`src/rtl/rv32_id_ex_stage_if.sv`:
```
// Bundle of ID-side request, forwarding sources and EX-side results around the ID/EX register.
// The master view is the surrounding pipeline (ID, MEM/WB forwarding, EX consumer); the slave view is the stage.
interface rv32_id_ex_stage_if #(
    parameter int XLEN        = 32,
    parameter int OPSEL_W     = 4,
    parameter int STALL_CNT_W = 16
);
    logic                   flush;
    logic                   id_valid;
    logic                   id_ready;
    logic [XLEN-1:0]        id_pc;
    logic [XLEN-1:0]        id_rs1_data;
    logic [XLEN-1:0]        id_rs2_data;
    logic [XLEN-1:0]        id_imm;
    logic [4:0]             id_rs1_addr;
    logic [4:0]             id_rs2_addr;
    logic [4:0]             id_rd_addr;
    logic [OPSEL_W-1:0]     id_alu_opsel;
    logic                   id_use_imm;
    logic                   id_reg_write;
    logic                   mem_fwd_en;
    logic [4:0]             mem_fwd_rd;
    logic [XLEN-1:0]        mem_fwd_data;
    logic                   wb_fwd_en;
    logic [4:0]             wb_fwd_rd;
    logic [XLEN-1:0]        wb_fwd_data;
    logic                   ex_valid;
    logic                   ex_ready;
    logic [XLEN-1:0]        ex_opA;
    logic [XLEN-1:0]        ex_opB;
    logic [XLEN-1:0]        ex_store_data;
    logic [OPSEL_W-1:0]     ex_alu_opsel;
    logic [4:0]             ex_rd_addr;
    logic                   ex_reg_write;
    logic [XLEN-1:0]        ex_pc;
    logic [STALL_CNT_W-1:0] stall_cnt;

    modport master (
        output flush, id_valid, id_pc, id_rs1_data, id_rs2_data, id_imm,
               id_rs1_addr, id_rs2_addr, id_rd_addr, id_alu_opsel, id_use_imm, id_reg_write,
               mem_fwd_en, mem_fwd_rd, mem_fwd_data, wb_fwd_en, wb_fwd_rd, wb_fwd_data, ex_ready,
        input  id_ready, ex_valid, ex_opA, ex_opB, ex_store_data, ex_alu_opsel,
               ex_rd_addr, ex_reg_write, ex_pc, stall_cnt
    );

    modport slave (
        input  flush, id_valid, id_pc, id_rs1_data, id_rs2_data, id_imm,
               id_rs1_addr, id_rs2_addr, id_rd_addr, id_alu_opsel, id_use_imm, id_reg_write,
               mem_fwd_en, mem_fwd_rd, mem_fwd_data, wb_fwd_en, wb_fwd_rd, wb_fwd_data, ex_ready,
        output id_ready, ex_valid, ex_opA, ex_opB, ex_store_data, ex_alu_opsel,
               ex_rd_addr, ex_reg_write, ex_pc, stall_cnt
    );
endinterface

```
`src/rtl/rv32_id_ex_stage.sv`:
```
// ID/EX pipeline register of the RV32I core: valid/ready handshake, RS1/RS2 forwarding
// from EX/MEM and MEM/WB, immediate-vs-RS2 operand select, and a saturating stall counter.
module rv32_id_ex_stage #(
    parameter int XLEN        = 32,
    parameter int OPSEL_W     = 4,
    parameter int STALL_CNT_W = 16
) (
    input logic               clk,
    input logic               rst_n,
    rv32_id_ex_stage_if.slave bus
);

    logic                   valid_q,    valid_d;
    logic [XLEN-1:0]        pc_q,       pc_d;
    logic [XLEN-1:0]        rs1_q,      rs1_d;
    logic [XLEN-1:0]        rs2_q,      rs2_d;
    logic [XLEN-1:0]        imm_q,      imm_d;
    logic [4:0]             rs1Addr_q,  rs1Addr_d;
    logic [4:0]             rs2Addr_q,  rs2Addr_d;
    logic [4:0]             rdAddr_q,   rdAddr_d;
    logic [OPSEL_W-1:0]     opsel_q,    opsel_d;
    logic                   useImm_q,   useImm_d;
    logic                   regWrite_q, regWrite_d;
    logic [STALL_CNT_W-1:0] stallCnt_q, stallCnt_d;

    logic idReady;
    logic capture;
    logic hold;

    // MEM/WB results take priority over the stored value; x0 is never forwarded.
    function automatic logic [XLEN-1:0] fwdSel(
        input logic [4:0]      addr,
        input logic [XLEN-1:0] base,
        input logic            memEn,
        input logic [4:0]      memRd,
        input logic [XLEN-1:0] memData,
        input logic            wbEn,
        input logic [4:0]      wbRd,
        input logic [XLEN-1:0] wbData
    );
        if (memEn && (memRd == addr) && (addr != 5'd0)) begin
            return memData;
        end else if (wbEn && (wbRd == addr) && (addr != 5'd0)) begin
            return wbData;
        end
        return base;
    endfunction

    assign idReady = !valid_q || bus.ex_ready;
    assign capture = bus.id_valid && idReady && !bus.flush;
    assign hold    = valid_q && !bus.ex_ready && !bus.flush;

    always_comb begin
        valid_d    = valid_q;
        pc_d       = pc_q;
        rs1_d      = rs1_q;
        rs2_d      = rs2_q;
        imm_d      = imm_q;
        rs1Addr_d  = rs1Addr_q;
        rs2Addr_d  = rs2Addr_q;
        rdAddr_d   = rdAddr_q;
        opsel_d    = opsel_q;
        useImm_d   = useImm_q;
        regWrite_d = regWrite_q;
        stallCnt_d = stallCnt_q;

        if (bus.flush) begin
            valid_d = 1'b0;
        end else if (bus.id_valid && idReady) begin
            valid_d = 1'b1;
        end else if (bus.ex_ready) begin
            valid_d = 1'b0;
        end

        if (capture) begin
            pc_d       = bus.id_pc;
            imm_d      = bus.id_imm;
            rs1Addr_d  = bus.id_rs1_addr;
            rs2Addr_d  = bus.id_rs2_addr;
            rdAddr_d   = bus.id_rd_addr;
            opsel_d    = bus.id_alu_opsel;
            useImm_d   = bus.id_use_imm;
            regWrite_d = bus.id_reg_write;
            rs1_d = fwdSel(bus.id_rs1_addr, bus.id_rs1_data, bus.mem_fwd_en, bus.mem_fwd_rd,
                           bus.mem_fwd_data, bus.wb_fwd_en, bus.wb_fwd_rd, bus.wb_fwd_data);
            rs2_d = fwdSel(bus.id_rs2_addr, bus.id_rs2_data, bus.mem_fwd_en, bus.mem_fwd_rd,
                           bus.mem_fwd_data, bus.wb_fwd_en, bus.wb_fwd_rd, bus.wb_fwd_data);
        end else if (hold) begin
            // Keep snooping while stalled so a result retiring now is not lost to the stale copy.
            rs1_d = fwdSel(rs1Addr_q, rs1_q, bus.mem_fwd_en, bus.mem_fwd_rd,
                           bus.mem_fwd_data, bus.wb_fwd_en, bus.wb_fwd_rd, bus.wb_fwd_data);
            rs2_d = fwdSel(rs2Addr_q, rs2_q, bus.mem_fwd_en, bus.mem_fwd_rd,
                           bus.mem_fwd_data, bus.wb_fwd_en, bus.wb_fwd_rd, bus.wb_fwd_data);
        end

        if (valid_q && !bus.ex_ready && (stallCnt_q != {STALL_CNT_W{1'b1}})) begin
            stallCnt_d = stallCnt_q + 1'b1;
        end
    end

    always_ff @(posedge clk or negedge rst_n) begin
        if (!rst_n) begin
            valid_q    <= 1'b0;
            pc_q       <= '0;
            rs1_q      <= '0;
            rs2_q      <= '0;
            imm_q      <= '0;
            rs1Addr_q  <= '0;
            rs2Addr_q  <= '0;
            rdAddr_q   <= '0;
            opsel_q    <= '0;
            useImm_q   <= 1'b0;
            regWrite_q <= 1'b0;
            stallCnt_q <= '0;
        end else begin
            valid_q    <= valid_d;
            pc_q       <= pc_d;
            rs1_q      <= rs1_d;
            rs2_q      <= rs2_d;
            imm_q      <= imm_d;
            rs1Addr_q  <= rs1Addr_d;
            rs2Addr_q  <= rs2Addr_d;
            rdAddr_q   <= rdAddr_d;
            opsel_q    <= opsel_d;
            useImm_q   <= useImm_d;
            regWrite_q <= regWrite_d;
            stallCnt_q <= stallCnt_d;
        end
    end

    assign bus.id_ready      = idReady;
    assign bus.ex_valid      = valid_q;
    assign bus.ex_opA        = rs1_q;
    assign bus.ex_store_data = rs2_q;
    assign bus.ex_opB        = useImm_q ? imm_q : rs2_q;
    assign bus.ex_alu_opsel  = opsel_q;
    assign bus.ex_rd_addr    = rdAddr_q;
    assign bus.ex_reg_write  = regWrite_q && valid_q;
    assign bus.ex_pc         = pc_q;
    assign bus.stall_cnt     = stallCnt_q;

endmodule

```
`src/flat_wrapper.sv`:
```
// flat-port wrapper written by rule: the top's interface ports become plain ports
module rv32_id_ex_stage_flat 
#(
    parameter int XLEN        = 32,
    parameter int OPSEL_W     = 4,
    parameter int STALL_CNT_W = 16
)
  (clk, rst_n, bus_flush, bus_id_valid, bus_id_pc, bus_id_rs1_data, bus_id_rs2_data, bus_id_imm, bus_id_rs1_addr, bus_id_rs2_addr, bus_id_rd_addr, bus_id_alu_opsel, bus_id_use_imm, bus_id_reg_write, bus_mem_fwd_en, bus_mem_fwd_rd, bus_mem_fwd_data, bus_wb_fwd_en, bus_wb_fwd_rd, bus_wb_fwd_data, bus_ex_ready, bus_id_ready, bus_ex_valid, bus_ex_opA, bus_ex_opB, bus_ex_store_data, bus_ex_alu_opsel, bus_ex_rd_addr, bus_ex_reg_write, bus_ex_pc, bus_stall_cnt);
  rv32_id_ex_stage_if #(.XLEN(XLEN), .OPSEL_W(OPSEL_W), .STALL_CNT_W(STALL_CNT_W)) bus_i ();
  input logic clk;
  input logic rst_n;
  input wire logic [$bits(bus_i.flush)-1:0] bus_flush;
  input wire logic [$bits(bus_i.id_valid)-1:0] bus_id_valid;
  input wire logic [$bits(bus_i.id_pc)-1:0] bus_id_pc;
  input wire logic [$bits(bus_i.id_rs1_data)-1:0] bus_id_rs1_data;
  input wire logic [$bits(bus_i.id_rs2_data)-1:0] bus_id_rs2_data;
  input wire logic [$bits(bus_i.id_imm)-1:0] bus_id_imm;
  input wire logic [$bits(bus_i.id_rs1_addr)-1:0] bus_id_rs1_addr;
  input wire logic [$bits(bus_i.id_rs2_addr)-1:0] bus_id_rs2_addr;
  input wire logic [$bits(bus_i.id_rd_addr)-1:0] bus_id_rd_addr;
  input wire logic [$bits(bus_i.id_alu_opsel)-1:0] bus_id_alu_opsel;
  input wire logic [$bits(bus_i.id_use_imm)-1:0] bus_id_use_imm;
  input wire logic [$bits(bus_i.id_reg_write)-1:0] bus_id_reg_write;
  input wire logic [$bits(bus_i.mem_fwd_en)-1:0] bus_mem_fwd_en;
  input wire logic [$bits(bus_i.mem_fwd_rd)-1:0] bus_mem_fwd_rd;
  input wire logic [$bits(bus_i.mem_fwd_data)-1:0] bus_mem_fwd_data;
  input wire logic [$bits(bus_i.wb_fwd_en)-1:0] bus_wb_fwd_en;
  input wire logic [$bits(bus_i.wb_fwd_rd)-1:0] bus_wb_fwd_rd;
  input wire logic [$bits(bus_i.wb_fwd_data)-1:0] bus_wb_fwd_data;
  input wire logic [$bits(bus_i.ex_ready)-1:0] bus_ex_ready;
  output wire logic [$bits(bus_i.id_ready)-1:0] bus_id_ready;
  output wire logic [$bits(bus_i.ex_valid)-1:0] bus_ex_valid;
  output wire logic [$bits(bus_i.ex_opA)-1:0] bus_ex_opA;
  output wire logic [$bits(bus_i.ex_opB)-1:0] bus_ex_opB;
  output wire logic [$bits(bus_i.ex_store_data)-1:0] bus_ex_store_data;
  output wire logic [$bits(bus_i.ex_alu_opsel)-1:0] bus_ex_alu_opsel;
  output wire logic [$bits(bus_i.ex_rd_addr)-1:0] bus_ex_rd_addr;
  output wire logic [$bits(bus_i.ex_reg_write)-1:0] bus_ex_reg_write;
  output wire logic [$bits(bus_i.ex_pc)-1:0] bus_ex_pc;
  output wire logic [$bits(bus_i.stall_cnt)-1:0] bus_stall_cnt;
  assign bus_i.flush = bus_flush;
  assign bus_i.id_valid = bus_id_valid;
  assign bus_i.id_pc = bus_id_pc;
  assign bus_i.id_rs1_data = bus_id_rs1_data;
  assign bus_i.id_rs2_data = bus_id_rs2_data;
  assign bus_i.id_imm = bus_id_imm;
  assign bus_i.id_rs1_addr = bus_id_rs1_addr;
  assign bus_i.id_rs2_addr = bus_id_rs2_addr;
  assign bus_i.id_rd_addr = bus_id_rd_addr;
  assign bus_i.id_alu_opsel = bus_id_alu_opsel;
  assign bus_i.id_use_imm = bus_id_use_imm;
  assign bus_i.id_reg_write = bus_id_reg_write;
  assign bus_i.mem_fwd_en = bus_mem_fwd_en;
  assign bus_i.mem_fwd_rd = bus_mem_fwd_rd;
  assign bus_i.mem_fwd_data = bus_mem_fwd_data;
  assign bus_i.wb_fwd_en = bus_wb_fwd_en;
  assign bus_i.wb_fwd_rd = bus_wb_fwd_rd;
  assign bus_i.wb_fwd_data = bus_wb_fwd_data;
  assign bus_i.ex_ready = bus_ex_ready;
  assign bus_id_ready = bus_i.id_ready;
  assign bus_ex_valid = bus_i.ex_valid;
  assign bus_ex_opA = bus_i.ex_opA;
  assign bus_ex_opB = bus_i.ex_opB;
  assign bus_ex_store_data = bus_i.ex_store_data;
  assign bus_ex_alu_opsel = bus_i.ex_alu_opsel;
  assign bus_ex_rd_addr = bus_i.ex_rd_addr;
  assign bus_ex_reg_write = bus_i.ex_reg_write;
  assign bus_ex_pc = bus_i.ex_pc;
  assign bus_stall_cnt = bus_i.stall_cnt;
  rv32_id_ex_stage #(.XLEN(XLEN), .OPSEL_W(OPSEL_W), .STALL_CNT_W(STALL_CNT_W)) u_core (.clk(clk), .rst_n(rst_n), .bus(bus_i));
endmodule
```
`config.mk`:
```
export PLATFORM = sky130hd
export DESIGN_NAME = rv32_id_ex_stage_flat
export DESIGN_NICKNAME = d
export VERILOG_FILES = /design/src/rtl/rv32_id_ex_stage_if.sv /design/src/rtl/rv32_id_ex_stage.sv /design/src/flat_wrapper.sv
export SDC_FILE = /design/constraint.sdc
export NUM_CORES = 1
export LEC_CHECK = 0
export ABC_AREA = 1
export CORE_ASPECT_RATIO = 0.6
export CORE_MARGIN = 2
export CORE_UTILIZATION = 28
export CTS_CLUSTER_DIAMETER = 100
export DETAILED_ROUTE_END_ITERATION = 10
export HOLD_SLACK_MARGIN = 0.03
export PLACE_DENSITY = 0.62
export SYNTH_ARGS = -nofsm -noshare
export SYNTH_HDL_FRONTEND = slang
export SYNTH_SLANG_ARGS = --single-unit
export TNS_END_PERCENT = 100
```
`constraint.sdc`:
```
create_clock -name clk -period 3.64 [get_ports clk]
set_input_delay 0.546 -clock clk [delete_from_list [all_inputs] [get_ports clk]]
set_output_delay 0.546 -clock clk [all_outputs]
set_load 0.01 [all_outputs]
```
Word-level counts from Yosys, hierarchy flattened
Cells that the tools add are included.
{ "word_totals": {"reg_bits": 166, "latchBits": 0, "ramBits": 0, "rom_bits": 0, "in_bits": 230, "output_inout_bits": 156, "word_cells": 92, "memories": 0} }
{ "classes": {"addsub": 1, "mul": 0, "n_div": 0, "order_cmp": 0, "n_eq_ne": 9, "n_shift": 0, "n_mux": 34, "bitwise_logic": 0, "reduce_logical": 36} }
{ "ops": {"columns": ["op", "n"], "rows": [
  ["$mux 32", 17],
  ["$eq 5x5->1", 8],
  ["$logic_and 1x1->1", 22],
  ["$reduce_bool 5->1", 4],
  ["$mux 1", 17],
  ["$add 16x1->16 const B", 1],
  ["$ne 16x16->1 const B", 1],
  ["$reduce_bool 2->1", 3],
  ["$reduce_and 2->1", 2],
  ["$logic_not 1->1", 3],
  ["$reduce_bool 3->1", 1],
  ["$logic_or 1x1->1", 1]
]} }

Logic depth before layout (Yosys ltp)
Gate-level depths: netlist (run 1).
{ "logic_depth": {"word_depth": 10, "mapped_depth": 13, "ltp_nobuf": 12} }

Least setup slack after synthesis (run 1)
OpenSTA, ideal clock, no wires.
{ "synth_path": {"path_type": "input port to flip-flop", "from": "in bus_id_rs2_addr[0]", "to": "reg u_core.rs2_q[0], in the netlist u_core.bus.ex_store_data[0]", "setup_ps": 116, "t_arrival_ps": 1606, "required_time_ps": 3524, "path_slack_ps": 1918, "path_stages": 11, "n_path_buf": 1, "cell_sequence": "nor2_1 -> nand2_1 -> nor2_1 -> nor2_1 -> nand3_1 -> clkbuf_1 -> nand3b_1 -> nand3_1 -> nand2_1 -> nand2_1 -> nand2_1"} }
{ "synth_via": {"elab_chain_cells": 8, "word_cells_on_any_way": 13, "classes_between": "eq/ne (2); mux (6); reduce/logical (5)"} }
{ "synth_rtl": {"columns": ["element", "line", "text"], "rows": [
  ["start: declaration", "flat_wrapper.sv:19", "input wire logic [$bits(bus_i.id_rs2_addr)-1:0] bus_id_rs2_addr;"],
  ["$eq 5x5->1", "rv32_id_ex_stage.sv:43", "end else if (wbEn && (wbRd == addr) && (addr != 5'd0)) begin"],
  ["$logic_and 1x1->1 (2 in a row)", "rv32_id_ex_stage.sv:43", null],
  ["$mux 1", "rv32_id_ex_stage.sv:43", null],
  ["$mux 1", "rv32_id_ex_stage.sv:41", "if (memEn && (memRd == addr) && (addr != 5'd0)) begin"],
  ["$mux 1", "rv32_id_ex_stage.sv:75", "if (capture) begin"],
  ["$mux 32 *", "rv32_id_ex_stage.sv:46", "return base;"],
  ["$mux 32 *", "rv32_id_ex_stage.sv:75", null],
  ["end signal: assignment", "rv32_id_ex_stage.sv:119", "rs2_q <= rs2_d;"],
  ["end: declaration", "rv32_id_ex_stage.sv:16", "logic [XLEN-1:0] rs2_q, rs2_d;"]
]} }
Mark *: on every way between the ends. The rest lies on a longest branch, timed or not. The select of a mux whose other input is x is not followed.
A chain may end at the register's enable or synchronous reset.

Worst setup path in the final report (run 1)
{ "layout_path": {"from": "reg u_core.useImm_q", "to": "out bus_ex_opB[3]"} }
{ "layout_via": {"elab_chain_cells": 1} }
{ "layout_rtl": {"columns": ["element", "line", "text"], "rows": [
  ["start: declaration", "rv32_id_ex_stage.sv:22", "logic useImm_q, useImm_d;"],
  ["start signal: assignment", "rv32_id_ex_stage.sv:125", "useImm_q <= useImm_d;"],
  ["$mux 32", "rv32_id_ex_stage.sv:135", "assign bus.ex_opB = useImm_q ? imm_q : rs2_q;"],
  ["end: declaration", "flat_wrapper.sv:34", "output wire logic [$bits(bus_i.ex_opB)-1:0] bus_ex_opB;"]
]} }
Every way passes these cells.

==> results of run 1 <==
## stage by stage
stage | cells | setup slack, ns
2_1_floorplan | 1715 | 1.918
4_1_cts | 2580 | 0.6396
5_1_grt | 2587 | 0.4817
3_3_place_gp | 2548 | 0.6779
3_5_place_dp | 2548 | 0.6802
6_report | 2588 | 0.7064
## cells in the final DEF, fill, tap and decap left out, types with 2 or more instances in the layout
cell	instances
inv_1	171
nand2_1	554
o21ai_0	113
nand2_2	6
inv_2	8
clkbuf_16	17
diode_2	8
nor2_4	9
bufinv_16	4
nor2_1	160
inv_6	4
nand4_1	5
nand3_1	273
a21oi_1	37
o21ai_1	3
clkinv_1	2
o22ai_1	2
nand3_2	3
nor3_1	2
clkinvlp_4	2
buf_12	7
nand3b_1	64
dfrtp_1	166
clkinv_4	2
xor2_1	12
buf_4	25
xnor2_1	9
clkbuf_8	2
clkdlybuf4s50_1	384
## logic make-up (layout without fill, tap and decap cells)
kind of cell / after synthesis / count (layout) / share of synthesized area [%]
flops: 166 / 166 / 37.32
simple gates: 1083 / 1083 / 42.62
xor+xnor: 21 / 21 / 1.652
other cells: 0 / 8 / 0
compound gates: 156 / 156 / 7.070
buf+inv: 288 / 631 / 11.23
fa+ha+maj: 1 / 1 / 0.1124
## metal layers
layer	routed length [µm]	global-route usage [%]	up-vias	part of all wire, %
li1	-	-	6077	-
met1	22070	32.14	6011	45
met2	22220	36.84	543	45
met3	3641	5.174	65	7.4
met4	1163	7.846	4	2.4
met5	27	0	-	0.055
## worst register-to-register path: cells and delay by family, from the launching register on
kind                   cells  cell delay [ns]
DFF                        1             0.37
and+or+nand+nor            4             0.70
buffers and inverters      3             0.79
AOI/OAI and AO/OA          1             0.29
## cell type report
type,count,area (µm²)
multi-input combinational,1261,5788
clock buffer,19,442.9
fill,4047,22970
tap,522,653.1
timing repair buffer,417,4185
clock inverter,13,195.2
inverter,182,688.2
antenna,8,20.02
sequential,166,4154
## flip-flops by register name, summed over array words and instances, names as in the netlist
signal / flops
u_core.bus.ex_alu_opsel: 4
u_core.bus.ex_store_data: 32
u_core.bus.ex_pc: 32
u_core.bus.ex_valid: 1
u_core.rs1Addr_q: 5
u_core.bus.ex_opA: 32
u_core.imm_q: 32
u_core.bus.ex_rd_addr: 5
u_core.regWrite_q: 1
u_core.rs2Addr_q: 5
u_core.bus.stall_cnt: 16
u_core.useImm_q: 1
## power by group through the flow
| stage | Combinational (mW) | Sequential, mW | Clock, mW |
|---|---|---|---|
| 2_1_floorplan | 0.917 | 2.60 | 0 |
| 3_3_place_gp | 2.49 | 2.56 | 0 |
| 3_5_place_dp | 2.50 | 2.56 | 0 |
| 5_1_grt | 2.72 | 2.58 | 2.20 |
| 6_report | 2.50 | 2.52 | 2.07 |
| 4_1_cts | 2.51 | 2.53 | 2.12 |
## worst min-delay path by stage
stage / start / end / slack (ns) / cells after the start
after floorplan: rst_n / u_core.bus.ex_alu_opsel[0] / 0.25 / 0
after global placement: u_core.bus.ex_pc[30] / u_core.bus.ex_pc[30] / 0.46 / 2
after detailed placement: u_core.bus.ex_pc[7] / u_core.bus.ex_pc[7] / 0.46 / 2
after CTS: rst_n / u_core.bus.stall_cnt[7] / 0.15 / 1
after global routing: rst_n / u_core.bus.stall_cnt[3] / 0.18 / 1
final: rst_n / u_core.bus.stall_cnt[7] / 0.14 / 1
## synthesized netlist by cell type, types with 2 or more instances
library cell  count
a21oi_1          37
buf_2            60
buf_4             9
buf_6             8
clkbuf_1         28
clkinv_1          2
dfrtp_1         166
inv_1           172
inv_2             8
nand2_1         557
nand2_2           4
nand3_1         275
nand3b_1         64
nand4_1           5
nor2_1          161
nor2_2            6
nor2_4            2
nor3_1            2
o21ai_0         113
o21ai_1           3
o22ai_1           2
xnor2_1           9
xor2_1           12
==> out/qor.txt, run 1 <==
CP required: 3.09 ns
Flop pwr share: 35.6%
Die ar.: 41,420 µm²
CP peak stage delay: 0.59 ns
GP Congestion: 0.8621
Core area: 39,100 µm²
Die Wd: 261.4 µm
Initial Util: 28.47%
Clock Sinks: 166
Post-synthesis instance area: 11,130 µm²
Final Core Density: 41.25%
Share of cells above drive strength 1: 4.616%
Final antenna-violating net count: 0
Synth Area per Inst: 6.491 µm²
Area Overhead vs Synth: 44.87%
Placed instance area: 15,470 µm²
DP Wirelength: 35,040 µm
Comb pwr share: 35.3%
Power per cell area: 439.8 nW/µm²
Synth warn: 0
Crit share post-route: 80.59%
Synth area leader: dfrtp_1
TritonCTS Buffers: 17
Highest clock rate: 340.9 MHz
Sequential share of the synthesized area: 37.32%
Via/cell ratio: 4.907
Final Setup Violations: 0
Row count: 56
Status: finished, final reports clean
Crit-path max FO: 34
Mapped Cells: 1,715
Synth Register Bits: 166
Hold_buf cts: 0
Via Count: 12,700
Path depth of the worst reg2reg path: 8
Htree depth: 4
Type of the tightest min-delay check: in -> async
CTS resizes: 0
LEAKAGE: 7.609 nW
Critical path class: reg -> out
Clk slew on worst S/H paths: 0.08 ns
Worst EP arrival: 2.39 ns
Setup crit end kind: output pin
CTS tree: built
Worst reg-to-reg setup slack: 1.42 ns
# Max-Cap Violations: 0
Fin Setup TNS: 0 ns
Hold Vio Cnt, Final: 0
Power share of the clock group: 29.2%
DRC: 0
First-pass GRT wire length: 74,030 µm
Max Slew Vio Count: 0
Top post-synthesis cells by area: dfrtp_1 (37%), nand2_1 (19%), nand3_1 (12%)
P_sw: 2.459 mW
Cell family contributing the most delay on the critical path: buffers and inverters
Pre-Repair DR Iteration Count: 5
Quantity of I/O buffers inserted on ports: 385
Rel. slew slack: 42.16%
Nets: 2,276
Vias in the first global route: 12,380
Worst Skew: 0.01118 ns
Post-DR wirelength/cell: 18.98 µm
Main synth FF type: dfrtp_1
Mapped Nets: 1,946
Slowest CP cell: clkdlybuf4s50_1
Setup crit start: u_core.useImm_q
Post-synth EDFFs: 0
Slew at the pin with the worst max-slew slack: 0.8667 ns
Reg2reg start: u_core.bus.ex_valid
Period minus WS final: 2.934 ns
Asr flop ratio synth: 100.0%
CP Cell Sequence: inv_2 > buf_4 > nand2_1 > o21ai_0 > clkdlybuf4s50_1
Design area: 16,130 µm²
Chip Height: 158.5 µm
FF-to-FF End: u_core.bus.ex_store_data[14]
Sw Share: 34.66%
Initial antenna violation count: 9
Worst Setup EP: bus_ex_opB[3]
GRT Residual Overflow: 0
Initial DRC count: 1,142
Startpoint types: register
Setup Fix Bufs, Post-CTS: 0
Yosys top cell area share: 37.32%
Worst-Skew Late Latency: 0.45 ns
Int Power: 4.634 mW
Worst path depth: 5
Distinct cells, synth: 33
RSZ-0062 raised after global routing: false
Num ports: 386
Clock buffer depth: 2
Root buffer cell: clkbuf_16
Bufs and invs on worst path: 3
Routed WL: 49,110 µm
Largest net degree at the start of global routing: 79
Hold slack final: 0.1364 ns
Max VDD drop: 288.8 µV
Total Routing Usage GR: 23.53%
Overall power: 7.093 mW
No activity file was read; power rests on OpenSTA's default activity.
==> inputs of run 2 (changes only) <==
--- a/config.mk
+++ b/config.mk
@@ -12,7 +12,7 @@
 export CTS_CLUSTER_DIAMETER = 100
 export DETAILED_ROUTE_END_ITERATION = 10
 export HOLD_SLACK_MARGIN = 0.03
-export PLACE_DENSITY = 0.62
+export PLACE_DENSITY = 0.64
 export SYNTH_ARGS = -nofsm -noshare
 export SYNTH_HDL_FRONTEND = slang
 export SYNTH_SLANG_ARGS = --single-unit
==> constraint.sdc (replaced) <==
create_clock -name clk -period 2.65 [get_ports clk]
set_input_delay 0.3975 -clock clk [delete_from_list [all_inputs] [get_ports clk]]
set_output_delay 0.3975 -clock clk [all_outputs]
set_load 0.01 [all_outputs]
==> run 2 against run 1 <==
Against the previous run:
- sequential share of layout area shrank 0.37 points
- flip-flop and latch count is the same
- critical path depth did not move
- utilization rose by 0.60 points
- register-to-register slack worse by 0.87 ns
- largest power group is now combinational cells
- highest routed layer unchanged
==> out/qor.txt, run 2 (synthesis gave the netlist of run 1 again) <==
Chip Height: 158.5 µm (unchanged)
Hold_buf cts: 1 (+1)
Share of cells above drive strength 1: 5.304% (+0.69 points)
Setup crit end kind: output pin
Rel. slew slack: 56.49% (+14 points)
Hold Vio Cnt, Final: 0 (unchanged)
Clk slew on worst S/H paths: 0.08 ns (about the same)
Type of the tightest min-delay check: in -> async
Comb pwr share: 36.1% (+0.8 points)
Die ar.: 41,420 µm² (unchanged)
Core area: 39,100 µm² (unchanged)
Power per cell area: 589.8 nW/µm² (+34%)
Max Slew Vio Count: 0 (unchanged)
Final Setup Violations: 0 (unchanged)
Pre-Repair DR Iteration Count: 5 (unchanged)
Row count: 56 (unchanged)
CTS tree: built
Sw Share: 35.51% (+0.84 points)
Final antenna-violating net count: 0 (unchanged)
Hold slack final: 0.4364 ns (+0.3000 ns)
Initial antenna violation count: 5 (-4)
Fin worst setup slack: 0.2187 ns (-0.4877 ns)
CTS resizes: 0 (unchanged)
Commonest non-fill, non-tap cell in the layout: nand2_1
Vias in the first global route: 12,430 (+0.38%)
Worst path depth: 5 (unchanged)
Clock buffer depth: 2 (unchanged)
Overall power: 9.650 mW (+36%)
GP Congestion: 0.8998 (+4.4%)
Num ports: 386 (unchanged)
P_sw: 3.426 mW (+39%)
First-pass GRT wire length: 73,160 µm (-1.2%)
Design area: 16,360 µm² (+1.5%)
Crit-path max FO: 38 (+12%)
Htree depth: 4 (unchanged)
CP Cell Sequence: inv_2 > buf_4 > nand2_1 > o21ai_0 > clkdlybuf4s50_1
Placed instance area: 15,730 µm² (+1.7%)
Path depth of the worst reg2reg path: 11 (+3)
Flop pwr share: 35.9% (+0.3 points)
Power share of the clock group: 28.0% (-1.2 points)
# fillers: 4,038 (-0.22%)
Pre-CTS setup slack: 0.1303 ns (-0.5500 ns)
Die Wd: 261.4 µm (unchanged)
Nets: 2,292 (+0.70%)
Int Power: 6.224 mW (+34%)
Root buffer cell: clkbuf_16
Initial DRC count: 1,191 (+4.3%)
Bufs and invs on worst path: 3 (unchanged)
Worst-Skew Late Latency: 0.46 ns (about the same)
Crit share post-route: 91.75%
CP required: 2.25 ns (-0.84 ns)
Max VDD drop: 307.5 µV (+6.5%)
Highest clock rate: 411.3 MHz
Worst EP arrival: 2.03 ns (-0.36 ns)
Clock Sinks: 166 (unchanged)
LEAKAGE: 7.728 nW (+1.6%)
Largest net degree at the start of global routing: 65 (-18%)
Slowest CP cell: clkdlybuf4s50_1
Setup Fix Bufs, Post-CTS: 0 (unchanged)
RSZ-0062 raised after global routing: false
GRT Residual Overflow: 0 (unchanged)
# Max-Cap Violations: 0 (unchanged)
Most frequent cells in the layout: nand2_1 (555), clkdlybuf4s50_1 (384), nand3_1 (273)
Non-Filler Instances: 2,600 (+0.46%)
Period minus WS final: 2.431 ns
Area Overhead vs Synth: 46.98%
Routed WL: 48,760 µm (-0.72%)
Worst Skew: 0.02316 ns (+0.01198 ns)
Fin Setup TNS: 0 ns (unchanged)
DRC: 0 (unchanged)
TritonCTS Buffers: 17 (unchanged)
Via/cell ratio: 4.905 (about the same)
DP Wirelength: 35,240 µm (+0.59%)
Status: finished, final reports clean
Post-DR wirelength/cell: 18.75 µm (-1.2%)
Initial Util: 28.47% (unchanged)
Quantity of I/O buffers inserted on ports: 385 (unchanged)
CP peak stage delay: 0.60 ns (about the same)
Cell family contributing the most delay on the critical path: buffers and inverters
Startpoint types: register
Dpl cells: 2,563 (+0.59%)
Critical path class: reg -> out
Total Routing Usage GR: 23.28% (-0.25 points)
Via Count: 12,750 (+0.42%)
Slew at the pin with the worst max-slew slack: 0.6517 ns (-0.2150 ns)
Final Core Density: 41.85% (+0.60 points)
run 2: final timing paths:
path                                       from                     to  slack (ns)
max                             u_core.useImm_q         bus_ex_opB[31]        0.22
min                                       rst_n   u_core.bus.ex_opA[9]        0.44
max reg2reg                 u_core.bus.ex_valid  u_core.bus.ex_opA[29]        0.55
min reg2reg                u_core.bus.ex_pc[29]   u_core.bus.ex_pc[29]        0.48
max in group asynchronous                 rst_n       u_core.imm_q[25]        1.43
min in group clk                   bus_id_pc[8]    u_core.bus.ex_pc[8]        0.47
run 2: power groups by stage:
stage | clock, mW | sequential, mW | combinational [mW]
6_report | 2.70 | 3.47 | 3.48
5_1_grt | 2.89 | 3.54 | 3.80
4_1_cts | 2.79 | 3.48 | 3.50
3_5_place_dp | 0 | 3.51 | 3.49
3_3_place_gp | 0 | 3.52 | 3.46
2_1_floorplan | 0 | 3.56 | 1.26
run 2: area by class of cell:
type                    count  area (µm²)  share of cell area (%)
multi-input cells        1261        5786                   35.36
clock inverters            15       187.7                   1.147
diodes                      4       10.01                 0.06118
flip-flops and latches    166        4154                   25.39
inverters                 182       688.2                   4.206
well taps                 522       653.1                   3.992
repair buffers            433        4458                   27.25
clock buffers              17       425.4                   2.600
run 2: metal layers:
layer / up-vias / routed length [µm] / track usage [%] / part of all wire (%)
li1: 6121 / - / - / -
met3: 64 / 4183 / 5.810 / 8.6
met4: 4 / 1068 / 7.711 / 2.2
met1: 5968 / 21300 / 31.18 / 44
met2: 596 / 22130 / 36.57 / 45
met5: - / 80 / 1.208 / 0.16
run 2: worst reg2reg max path, stage by stage (launching register included):
cell and delay [ns]:
dfrtp_1 0.40, inv_1 0.06, nor2_1 0.04, buf_4 0.14, nor2_1 0.28, nand2_4 0.23, nand3_1 0.19, nand2_2 0.14
inv_2 0.12, buf_4 0.22, nor2_1 0.07, a21oi_1 0.12
